==> config.mk <==
export PLATFORM = sky130hd
export DESIGN_NAME = queue_dispatcher
export DESIGN_NICKNAME = d
export VERILOG_FILES = /design/src/rtl/queue_dispatcher_pkg.sv /design/src/rtl/dispatch_fifo2.sv /design/src/rtl/queue_dispatcher.sv
export SDC_FILE = /design/constraint.sdc
export NUM_CORES = 1
export LEC_CHECK = 0
export BUFFER_PORTS_ARGS = -buffer_cell sky130_fd_sc_hd__buf_2
export CAP_MARGIN = 30
export CORE_MARGIN = 3
export CORE_UTILIZATION = 58
export CTS_BUF_LIST = sky130_fd_sc_hd__clkbuf_8
export DETAILED_ROUTE_END_ITERATION = 10
export PLACE_DENSITY_LB_ADDON = 0.3
export SYNTH_ARGS = -nofsm -noshare
export SYNTH_HDL_FRONTEND = slang
export SYNTH_HIERARCHICAL = 1
export SYNTH_SLANG_ARGS = --single-unit
==> constraint.sdc <==
create_clock -name clk -period 4.5 [get_ports clk]
set_input_delay 0 -clock clk [delete_from_list [all_inputs] [get_ports clk]]
set_output_delay 0 -clock clk [all_outputs]
set_load 0.005 [all_outputs]
==> src/rtl/queue_dispatcher_pkg.sv <==
// Shared definitions for the queue dispatcher and the round-robin reader:
// default geometry and the occupancy encodings of the 2-entry buffer.
package queue_dispatcher_pkg;

    localparam int DEFAULT_QUEUE_QUANTITY = 4;
    localparam int DEFAULT_DATA_BITS      = 8;

    // Buffer occupancy doubles as the controller state: the value is the word count.
    typedef enum logic [1:0] {
        EMPTY = 2'd0,
        ONE   = 2'd1,
        FULL  = 2'd2
    } fifoState_e;

endpackage

==> src/rtl/dispatch_fifo2.sv <==
// Two-entry in-order word buffer; slot0 is always the head, slot1 the word behind it.
module dispatch_fifo2
    import queue_dispatcher_pkg::*;
#(
    parameter int DATA_BITS = DEFAULT_DATA_BITS
) (
    input  logic                 clk,
    input  logic                 rst,
    input  logic                 push_i,
    input  logic                 pop_i,
    input  logic [DATA_BITS-1:0] data_i,
    output fifoState_e           state_o,
    output logic [DATA_BITS-1:0] head_o
);

    fifoState_e            state_q, state_d;
    logic [DATA_BITS-1:0]  slot0_q, slot0_d;
    logic [DATA_BITS-1:0]  slot1_q, slot1_d;

    always_ff @(posedge clk) begin
        if (!rst) begin
            state_q <= EMPTY;
            slot0_q <= '0;
            slot1_q <= '0;
        end else begin
            state_q <= state_d;
            slot0_q <= slot0_d;
            slot1_q <= slot1_d;
        end
    end

    // A pop shifts slot1 forward first; the new word then lands at the post-pop tail.
    always_comb begin
        state_d = state_q;
        slot0_d = slot0_q;
        slot1_d = slot1_q;

        if (pop_i) begin
            slot0_d = slot1_q;
        end
        if (push_i) begin
            if (state_q == EMPTY || (state_q == ONE && pop_i)) begin
                slot0_d = data_i;
            end else begin
                slot1_d = data_i;
            end
        end

        unique case (state_q)
            EMPTY: begin
                if (push_i) state_d = ONE;
            end
            ONE: begin
                if (push_i && !pop_i)      state_d = FULL;
                else if (pop_i && !push_i) state_d = EMPTY;
            end
            FULL: begin
                if (pop_i && !push_i) state_d = ONE;
            end
            default: state_d = EMPTY;
        endcase
    end

    assign state_o = state_q;
    assign head_o  = slot0_q;

endmodule

==> src/rtl/queue_dispatcher.sv <==
// Routes each accepted word to the queue named by its top bits, in strict arrival
// order, with registered one-hot push strobes and a sticky overflow detector.
module queue_dispatcher
    import queue_dispatcher_pkg::*;
#(
    parameter int QUEUE_QUANTITY = DEFAULT_QUEUE_QUANTITY,
    parameter int DATA_BITS      = DEFAULT_DATA_BITS
) (
    input  logic                      clk,
    input  logic                      rst,
    input  logic                      enb,
    input  logic                      valid_in,
    input  logic [DATA_BITS-1:0]      data_in,
    input  logic [QUEUE_QUANTITY-1:0] almost_full,
    input  logic [QUEUE_QUANTITY-1:0] buf_full,
    output logic [QUEUE_QUANTITY-1:0] push,
    output logic [DATA_BITS-1:0]      data_out,
    output logic                      pause,
    output logic                      overflow_err,
    output logic                      idle
);

    localparam int DEST_BITS = $clog2(QUEUE_QUANTITY);

    fifoState_e                 fifoState;
    logic [DATA_BITS-1:0]       headWord;
    logic [DEST_BITS-1:0]       headDest;
    logic                       accept;
    logic                       dispatch;

    logic [QUEUE_QUANTITY-1:0]  push_q, push_d;
    logic [DATA_BITS-1:0]       dataOut_q, dataOut_d;
    logic                       overflow_q, overflow_d;

    dispatch_fifo2 #(
        .DATA_BITS (DATA_BITS)
    ) u_fifo (
        .clk     (clk),
        .rst     (rst),
        .push_i  (accept),
        .pop_i   (dispatch),
        .data_i  (data_in),
        .state_o (fifoState),
        .head_o  (headWord)
    );

    assign headDest = headWord[DATA_BITS-1 -: DEST_BITS];
    assign pause    = (fifoState == FULL);
    assign idle     = (fifoState == EMPTY);
    assign accept   = valid_in && !pause && enb;
    assign dispatch = enb && (fifoState != EMPTY) && !almost_full[headDest];

    // Overflow looks at the strobe currently on the bus against the queues' full flags.
    always_comb begin
        push_d     = '0;
        dataOut_d  = dataOut_q;
        overflow_d = overflow_q | (|(push_q & buf_full));
        if (dispatch) begin
            push_d    = QUEUE_QUANTITY'(1) << headDest;
            dataOut_d = headWord;
        end
    end

    always_ff @(posedge clk) begin
        if (!rst) begin
            push_q     <= '0;
            dataOut_q  <= '0;
            overflow_q <= 1'b0;
        end else begin
            push_q     <= push_d;
            dataOut_q  <= dataOut_d;
            overflow_q <= overflow_d;
        end
    end

    assign push         = push_q;
    assign data_out     = dataOut_q;
    assign overflow_err = overflow_q;

endmodule

==> reports/qor.log, run 1 <==
[synthesis] mean post-synth cell area 9.65 um2
[floorplan] DIE AREA 3040 um2
[synthesis] commonest register cell after synthesis dfxtp_1
[pwr] Switching Power 0.145 mW
[route] starting DRC count in detailed routing 33
[cells_and_area] number of diodes added for antenna fixing 0
[clocking] TritonCTS clock tree built
[synthesis] Post-synth ARST share 0%
[critical_path] element type at the critical path start register
[place] routability congestion estimate 0.763
[floorplan] Core Area 2250 um2
[cells_and_area] commonest non-fill, non-tap cell in the layout buf_2
[synthesis] portion of the post-synthesis area used by sequential elements 44.4%
[floorplan] number of rows in the core area 17
[pwr] sequential group share of total power 51.8%
[critical_path] data arrival time at the worst-slack endpoint 2650 ps
[global_routing] vias in the first global route 1103
[critical_path] delay-heaviest family, CP multiplexers
[floorplan] I/O pin count 35
[critical_path] worst path cell trace mux4_2 > nor2_8 > nor2b_1 > o21ai_4 > mux2i_1
[global_routing] maximum number of pins on one net before global-route repair 44
[clocking] Root Buffer clkbuf_8
[global_routing] grt total ovfl 0
[pwr] Clk pwr share 35.3%
[synthesis] combined area of all synthesized cells 1400 um2
[cells_and_area] area growth from synthesis to layout 24.5%
[critical_path] Worst setup EP type register
[synthesis] number of standard cells after synthesis 145
[sta] final setup skew 1.21 ps
[critical_path] buffering stage count on the worst path with inverters included 0
[run_status] status completed
[pwr] Pint 0.422 mW
[sta] number of max-slew violations in the final report 0
[route] Via-to-Cell Ratio 5.42
[sta] Fin. Hold Viols 0
[min_path] classification of the worst-slack hold path in -> reg
[pwr] Static Leak 0.810 nW
[synthesis] Unique masters post-synth 30
[critical_path] critical path data required time 4700 ps
[place] hpwl dp 2.16 mm
[floorplan] starting density of the core 62.0%
[clocking] total clock buffers created by CTS 5
[critical_path] Worst path max stage delay 620 ps
[floorplan] Chip Height 55.1 um
[synthesis] Yosys Warn Count 6
[critical_path] reg-to-reg setup timing slack 2050 ps
[cells_and_area] fraction of final layout cells with drive strength greater than 1 23.8%
[route] antenna-violating nets left 0
[sta] Slew HR 53.0%
[pwr] VDD IR-drop max 0.320 mV
[sta] final sum of negative setup slack 0 ps
[sta] Worst Max-Slew Pin Slew 704 ps
[global_routing] wire length of the first global-routing pass 5.06 mm
[sta] shortest period the worst path allows 2450 ps
[clocking] Longest Clk Path Bufs 2
[clocking] H-tree level count 2
[floorplan] width of the die 55.1 um
[sta] achievable clock frequency 0.408 GHz
[pwr] Comb power frac 13.0%
[route] drt drc 0
[global_routing] Global Route Usage Sum 24.2%
[clocking] Num Clock Sinks 31
[clocking] source-to-sink clock delay at the later pin of the worst-skew pair 280 ps
[synthesis] syn_nets 165
[place] Buffers on Ports 34
[pwr] power density over cell area 326 nW/um2
[synthesis] count of flip-flops with a built-in enable after synthesis 0
[cells_and_area] Post-layout nets 208
[critical_path] Max FO, Critical Path 21
[route] wire length per cell after detailed routing 14.7 um
[cells_and_area] highest-count cells in the layout ignoring fill and taps 34 x buf_2, 33 x nand2_1, 31 x dfxtp_1
[global_routing] initial antenna violation count 0
[place] placed standard-cell area 1560 um2
[synthesis] flops & latches, synth 31
[route] number of optimization iterations in the first detailed-route pass 4
[cells_and_area] final instance area 1740 um2
[sta] setup repair after global routing missed its margin false
[sta] count of final setup violators 0
[critical_path] Critical-path top delay cell mux4_2
[critical_path] type of the worst setup path reg -> reg
[clocking] clock transition time at the flip-flop clock pins of the worst setup and hold paths 60 ps
[clocking] number of gates resized after CTS 0
[flow_run] maxcap violations 0
[pwr] switching portion of total power 25.6%
[route] Routed Wire Length 3.19 mm
[route] via count 1177
[sta] fraction of the cycle the final worst path needs 54.5%
layout make-up:
cell class	count	area (um2)
multi-input cells	103	723
flip-flops and latches	31	621
fillers	174	513
repair buffers	44	270
clock buffers	5	68.8
well taps	28	35.0
clock inverters	3	12.5
inverters	3	11.3
cells in the mapped netlist, types with 2 or more instances:
library cell,number,area [um2]
nand2b_1,2,12.5
nor4_1,2,12.5
a21oi_1,3,15.0
inv_1,3,11.3
dfxtp_1,31,621
buf_2,2,10.0
nor3_1,2,10.0
mux2i_1,24,240
o21ai_0,8,40.0
clkbuf_1,4,15.0
nor2_1,2,7.51
nand2_1,33,124
o211a_1,8,80.1
nor2b_1,5,31.3
cells by family (layout without fill, tap and decap cells):
family / count (synthesis) / after routing / synth area share [%]
buffers and inverters: 11 / 55 / 3.94
muxes: 25 / 25 / 18.8
AOI/OAI and AO/OA: 29 / 29 / 16.2
and+or+nand+nor: 49 / 49 / 16.7
DFF: 31 / 31 / 44.4
worst reg2reg max path: cells and delay by family, from the launching register on:
| kind | cells | cell delay, ps |
|---|---|---|
| flip-flops | 1 | 510 |
| AND/OR/NAND/NOR | 2 | 620 |
| multiplexers | 2 | 870 |
| AO/OA/AOI/OAI | 1 | 380 |
sequential cells by signal, summed over array words and instances (netlist names):
signal	count
u_fifo/state_o	2
push	4
u_fifo/slot1_q	8
u_fifo/head_o	8
data_out	8
overflow_err	1
power groups by stage:
stage	Sequential, mW	Clock [mW]	Combinational [mW]
after global placement	0.298	0	0.0616
after detailed placement	0.299	0	0.0652
after floorplan	0.296	0	0.0488
final	0.294	0.200	0.0735
after CTS	0.293	0.203	0.0714
after global routing	0.295	0.218	0.0814
through the flow:
step	cells	setup slack, ps	utilization (%)	hold WS (ps)	power (mW)
floorplan	145	2540	-	77.1	0.344
global placement	199	2200	69.2	194	0.360
detailed placement	199	2070	69.2	204	0.365
CTS	216	2040	76.8	1.15	0.568
global route	217	1910	77.2	52.7	0.594
finish	217	2050	77.2	33.9	0.567
metal layers:
metal	up-vias	global-route usage [%]	share of wire, %
met4	0	10.1	0.97
met2	39	39.2	51
li1	601	-	-
met1	533	29.6	41
met3	4	7.51	6.5
met5	-	0	0
final timing paths:
| path | cells past startpoint | end | from |
|---|---|---|---|
| setup / recovery | 5 | u_fifo/slot1_q[7] | u_fifo/head_o[6] |
| hold reg to reg | 2 | data_out[0] | data_out[0] |
| hold / removal | 3 | overflow_err | buf_full[3] |
| setup reg to reg | 5 | u_fifo/slot1_q[7] | u_fifo/head_o[6] |
what timing repair did:
item	CTS	global route
setup buffers	0	0
hold buffers	9	1
hold endpoints to repair	15	1
Note: power is estimated with default switching activity, not from simulation.
==> inputs of run 2 (changes only) <==
--- a/config.mk
+++ b/config.mk
@@ -5,10 +5,11 @@
 export SDC_FILE = /design/constraint.sdc
 export NUM_CORES = 1
 export LEC_CHECK = 0
+export ABC_AREA = 1
 export BUFFER_PORTS_ARGS = -buffer_cell sky130_fd_sc_hd__buf_2
 export CAP_MARGIN = 30
 export CORE_MARGIN = 3
-export CORE_UTILIZATION = 58
+export CORE_UTILIZATION = 50
 export CTS_BUF_LIST = sky130_fd_sc_hd__clkbuf_8
 export DETAILED_ROUTE_END_ITERATION = 10
 export PLACE_DENSITY_LB_ADDON = 0.3
==> constraint.sdc (replaced) <==
create_clock -name clk -period 2.2 [get_ports clk]
set_input_delay 0 -clock clk [delete_from_list [all_inputs] [get_ports clk]]
set_output_delay 0 -clock clk [all_outputs]
set_load 0.005 [all_outputs]
==> reports/qor.log, run 2 <==
[run_status] status completed
[floorplan] starting density of the core 54.3% [-7.8 points]
[synthesis] Unique masters post-synth 21 [-30%]
[clocking] source-to-sink clock delay at the later pin of the worst-skew pair 280 ps [about the same]
[floorplan] Core Area 2880 um2 [+28%]
[global_routing] wire length of the first global-routing pass 4.55 mm [-10%]
[critical_path] source of the worst register-to-register timing path u_fifo/head_o[6]
[route] starting DRC count in detailed routing 68 [+110%]
[critical_path] Max FO, Critical Path 15 [-29%]
[clocking] Root Buffer clkbuf_8
[cells_and_area] fraction of final layout cells with drive strength greater than 1 20.9% [-2.9 points]
[synthesis] main combinational cell family by area after synthesis simple AND/OR/NAND/NOR gates
[pwr] VDD IR-drop max 0.450 mV [+41%]
[cells_and_area] final instance area 1880 um2 [+7.7%]
[flow_run] maxcap violations 0 [unchanged]
[pwr] power density over cell area 634 nW/um2 [+95%]
[critical_path] Worst setup EP type register
[synthesis] simple logic cell fraction of the synthesized area 40.2% [+23 points]
[cells_and_area] area growth from synthesis to layout 20.1%
[synthesis] top cells by count, synth 61 x nor2_1, 55 x nand2_1, 41 x inv_1, 31 x dfxtp_1, 11 x a21oi_1
[synthesis] proportion of synthesized area in mux cells 0% [-19 points]
[synthesis] commonest register cell after synthesis dfxtp_1
[critical_path] element type at the critical path start register
[synthesis] flops & latches, synth 31 [unchanged]
[critical_path] Worst path max stage delay 460 ps [-160 ps]
[cells_and_area] area taken by flip-flops and latches 621 um2 [unchanged]
[synthesis] Yosys top cell area share 39.7% [-4.6 points]
[synthesis] top cell type by total area after synthesis dfxtp_1
[min_path] endpoint of the worst hold-timing path overflow_err
[cells_and_area] area of the multi-input gates 692 um2 [-4.3%]
[floorplan] number of rows in the core area 19 [+2]
[sta] Fin. Hold Viols 0 [unchanged]
[sta] achievable clock frequency 0.625 GHz [+53%]
[critical_path] delay-heaviest family, CP simple AND/OR/NAND/NOR gates
[place] placed standard-cell area 1710 um2 [+9.9%]
[floorplan] width of the die 61.9 um [+12%]
[global_routing] maximum number of pins on one net before global-route repair 29 [-34%]
[cells_and_area] commonest non-fill, non-tap cell in the layout nor2_1
[floorplan] DIE AREA 3830 um2 [+26%]
[floorplan] Chip Height 61.9 um [+12%]
[min_path] classification of the worst-slack hold path in -> reg
[synthesis] Yosys Warn Count 6 [unchanged]
[synthesis] post-synthesis share of cell area spent on xor and xnor gates 0% [unchanged]
[critical_path] RR Endpoint u_fifo/head_o[2]
[critical_path] data arrival time at the worst-slack endpoint 1780 ps [-870 ps]
[min_path] worst hold path startpoint buf_full[1]
[clocking] number of gates resized after CTS 0 [unchanged]
[cells_and_area] number of diodes added for antenna fixing 0 [unchanged]
[route] Via-to-Cell Ratio 4.35 [-20%]
[sta] count of final setup violators 0 [unchanged]
[critical_path] buffering stage count on the worst path with inverters included 2 [+2]
[synthesis] portion of the post-synthesis area used by sequential elements 39.7% [-4.6 points]
[cells_and_area] Finished Core Util 65.2% [-12 points]
[synthesis] Synth Area in Compound Gates 4.09% [-12 points]
[synthesis] combined area of all synthesized cells 1560 um2 [+12%]
[floorplan] I/O pin count 35 [unchanged]
[clocking] Num Clock Sinks 31 [unchanged]
[clocking] Longest Clk Path Bufs 2 [unchanged]
[sta] Worst Max-Slew Pin Slew 512 ps [-192 ps]
[route] wire length per cell after detailed routing 8.80 um [-40%]
[cells_and_area] count of filler cells inserted in the layout 286 [+64%]
[clocking] TritonCTS clock tree built
[synthesis] mean post-synth cell area 6.62 um2 [-31%]
[place] hpwl dp 1.91 mm [-12%]
[route] Routed Wire Length 2.82 mm [-12%]
[cells_and_area] highest-count cells in the layout ignoring fill and taps 61 x nor2_1, 55 x nand2_1, 43 x inv_1
[sta] worst-case setup margin in the final layout 601 ps [-1450 ps]
[sta] number of max-slew violations in the final report 0 [unchanged]
[synthesis] arithmetic-cell share of the synthesized area counting full adders, half adders and majority gates 0% [unchanged]
[pwr] power consumption 1.19 mW [+110%]
[synthesis] count of flip-flops with a built-in enable after synthesis 0 [unchanged]
[global_routing] initial antenna violation count 0 [unchanged]
[critical_path] critical path data required time 2380 ps [-2320 ps]
[critical_path] Critical-path top delay cell dfxtp_1
[sta] setup repair after global routing missed its margin false
[critical_path] worst path cell trace nand2_1 > nand3_2 > inv_1 > nor2_4 > buf_4 > nor2_1 > nor2_1 > nand2_1 > nand2_1 > nor2_1
[critical_path] type of the worst setup path reg -> reg
[route] antenna-violating nets left 0 [unchanged]
[route] drt drc 0 [unchanged]
[route] via count 1393 [+18%]
[sta] shortest period the worst path allows 1600 ps [-853 ps]
[synthesis] syn_nets 256 [+55%]
[route] number of optimization iterations in the first detailed-route pass 5 [+1]
[global_routing] Global Route Usage Sum 16.1% [-8.1 points]
[synthesis] Post-synth ARST share 0% [unchanged]
[global_routing] vias in the first global route 1087 [-1.5%]
[synthesis] number of standard cells after synthesis 236 [+63%]
[critical_path] reg-to-reg setup timing slack 600 ps [-1450 ps]
[synthesis] most repeated cell in the gate-level netlist after synthesis nor2_1
[synthesis] Area contributors post-synth dfxtp_1 40%, nor2_1 15%, nand2_1 13%
[clocking] total clock buffers created by CTS 5 [unchanged]
[clocking] clock transition time at the flip-flop clock pins of the worst setup and hold paths 60 ps [about the same]
[global_routing] grt total ovfl 0 [unchanged]
[sta] final setup skew 5.61 ps [+4.40 ps]
[sta] fraction of the cycle the final worst path needs 72.7% [+18 points]
[critical_path] cell depth of the worst flop-to-flop path 10 [+5]
[cells_and_area] Post-layout nets 297 [+43%]
[place] pre-CTS setup slack 608 ps [-1460 ps]
[clocking] H-tree level count 2 [unchanged]
[sta] Slew HR 65.9% [+13 points]
[min_path] worst hold stages 3 [unchanged]
[sta] final sum of negative setup slack 0 ps [unchanged]
[pwr] Static Leak 1.06 nW [+31%]
[place] routability congestion estimate 0.761 [-0.29%]
[place] Buffers on Ports 34 [unchanged]
-- run 2: metal layers --
| metal | global-route usage [%] | vias up | wire, um |
|---|---|---|---|
| met5 | 0 | - | 0 |
| met4 | 6.36 | 0 | 46 |
| met3 | 5.58 | 5 | 146 |
| met2 | 23.8 | 30 | 1200 |
| met1 | 21.6 | 584 | 1430 |
| li1 | - | 774 | - |
-- run 2: timing repair --
item	in CTS	in global routing
endpoints found under the hold margin	8	0
buffers inserted	0	0
hold buffers	8	0
-- run 2: layout make-up --
cell class / count / area share [%]
Clock inverter: 3 / 0.667
Timing Repair Buffer: 44 / 14.1
Tap cell: 42 / 2.80
Clock buffer: 5 / 3.67
Inverter: 43 / 8.74
Multi-Input combinational cell: 152 / 36.9
Sequential cell: 31 / 33.1
-- run 2: report_power, final --
part | switching (mW) | internal (mW) | leakage [nW]
registers | 0.0179 | 0.588 | 0.252
clock network | 0.196 | 0.212 | 0.0505
logic | 0.103 | 0.0728 | 0.757
-- run 2: per-stage QoR --
stage / hold slack, ps / std cells
5_1_grt: 27.8 / 320
2_1_floorplan: 135 / 236
6_report: 8.94 / 320
3_5_place_dp: 249 / 304
3_3_place_gp: 251 / 304
4_1_cts: 13.6 / 320
-- run 2: worst max path at each step --
stage	start	to	slack, ps	depth (start not counted)
floorplan	u_fifo/state_o[0]	u_fifo/slot1_q[0]	650	11
global placement	u_fifo/state_o[0]	u_fifo/head_o[6]	600	9
detailed placement	u_fifo/state_o[0]	u_fifo/head_o[4]	610	10
CTS	u_fifo/state_o[0]	u_fifo/head_o[4]	590	10
global route	u_fifo/head_o[6]	u_fifo/head_o[1]	410	11
finish	u_fifo/head_o[6]	u_fifo/head_o[2]	600	10
-- run 2: worst min-delay path, delay by kind of cell --
family	cells	cell delay, ps
compound gates	1	100
buf+inv	1	90
simple gates	1	50
-- run 2: logic make-up after synthesis --
family                 count (synthesis)
AO/OA/AOI/OAI                         12
flip-flops                            31
buffers and inverters                 53
AND/OR/NAND/NOR                      140
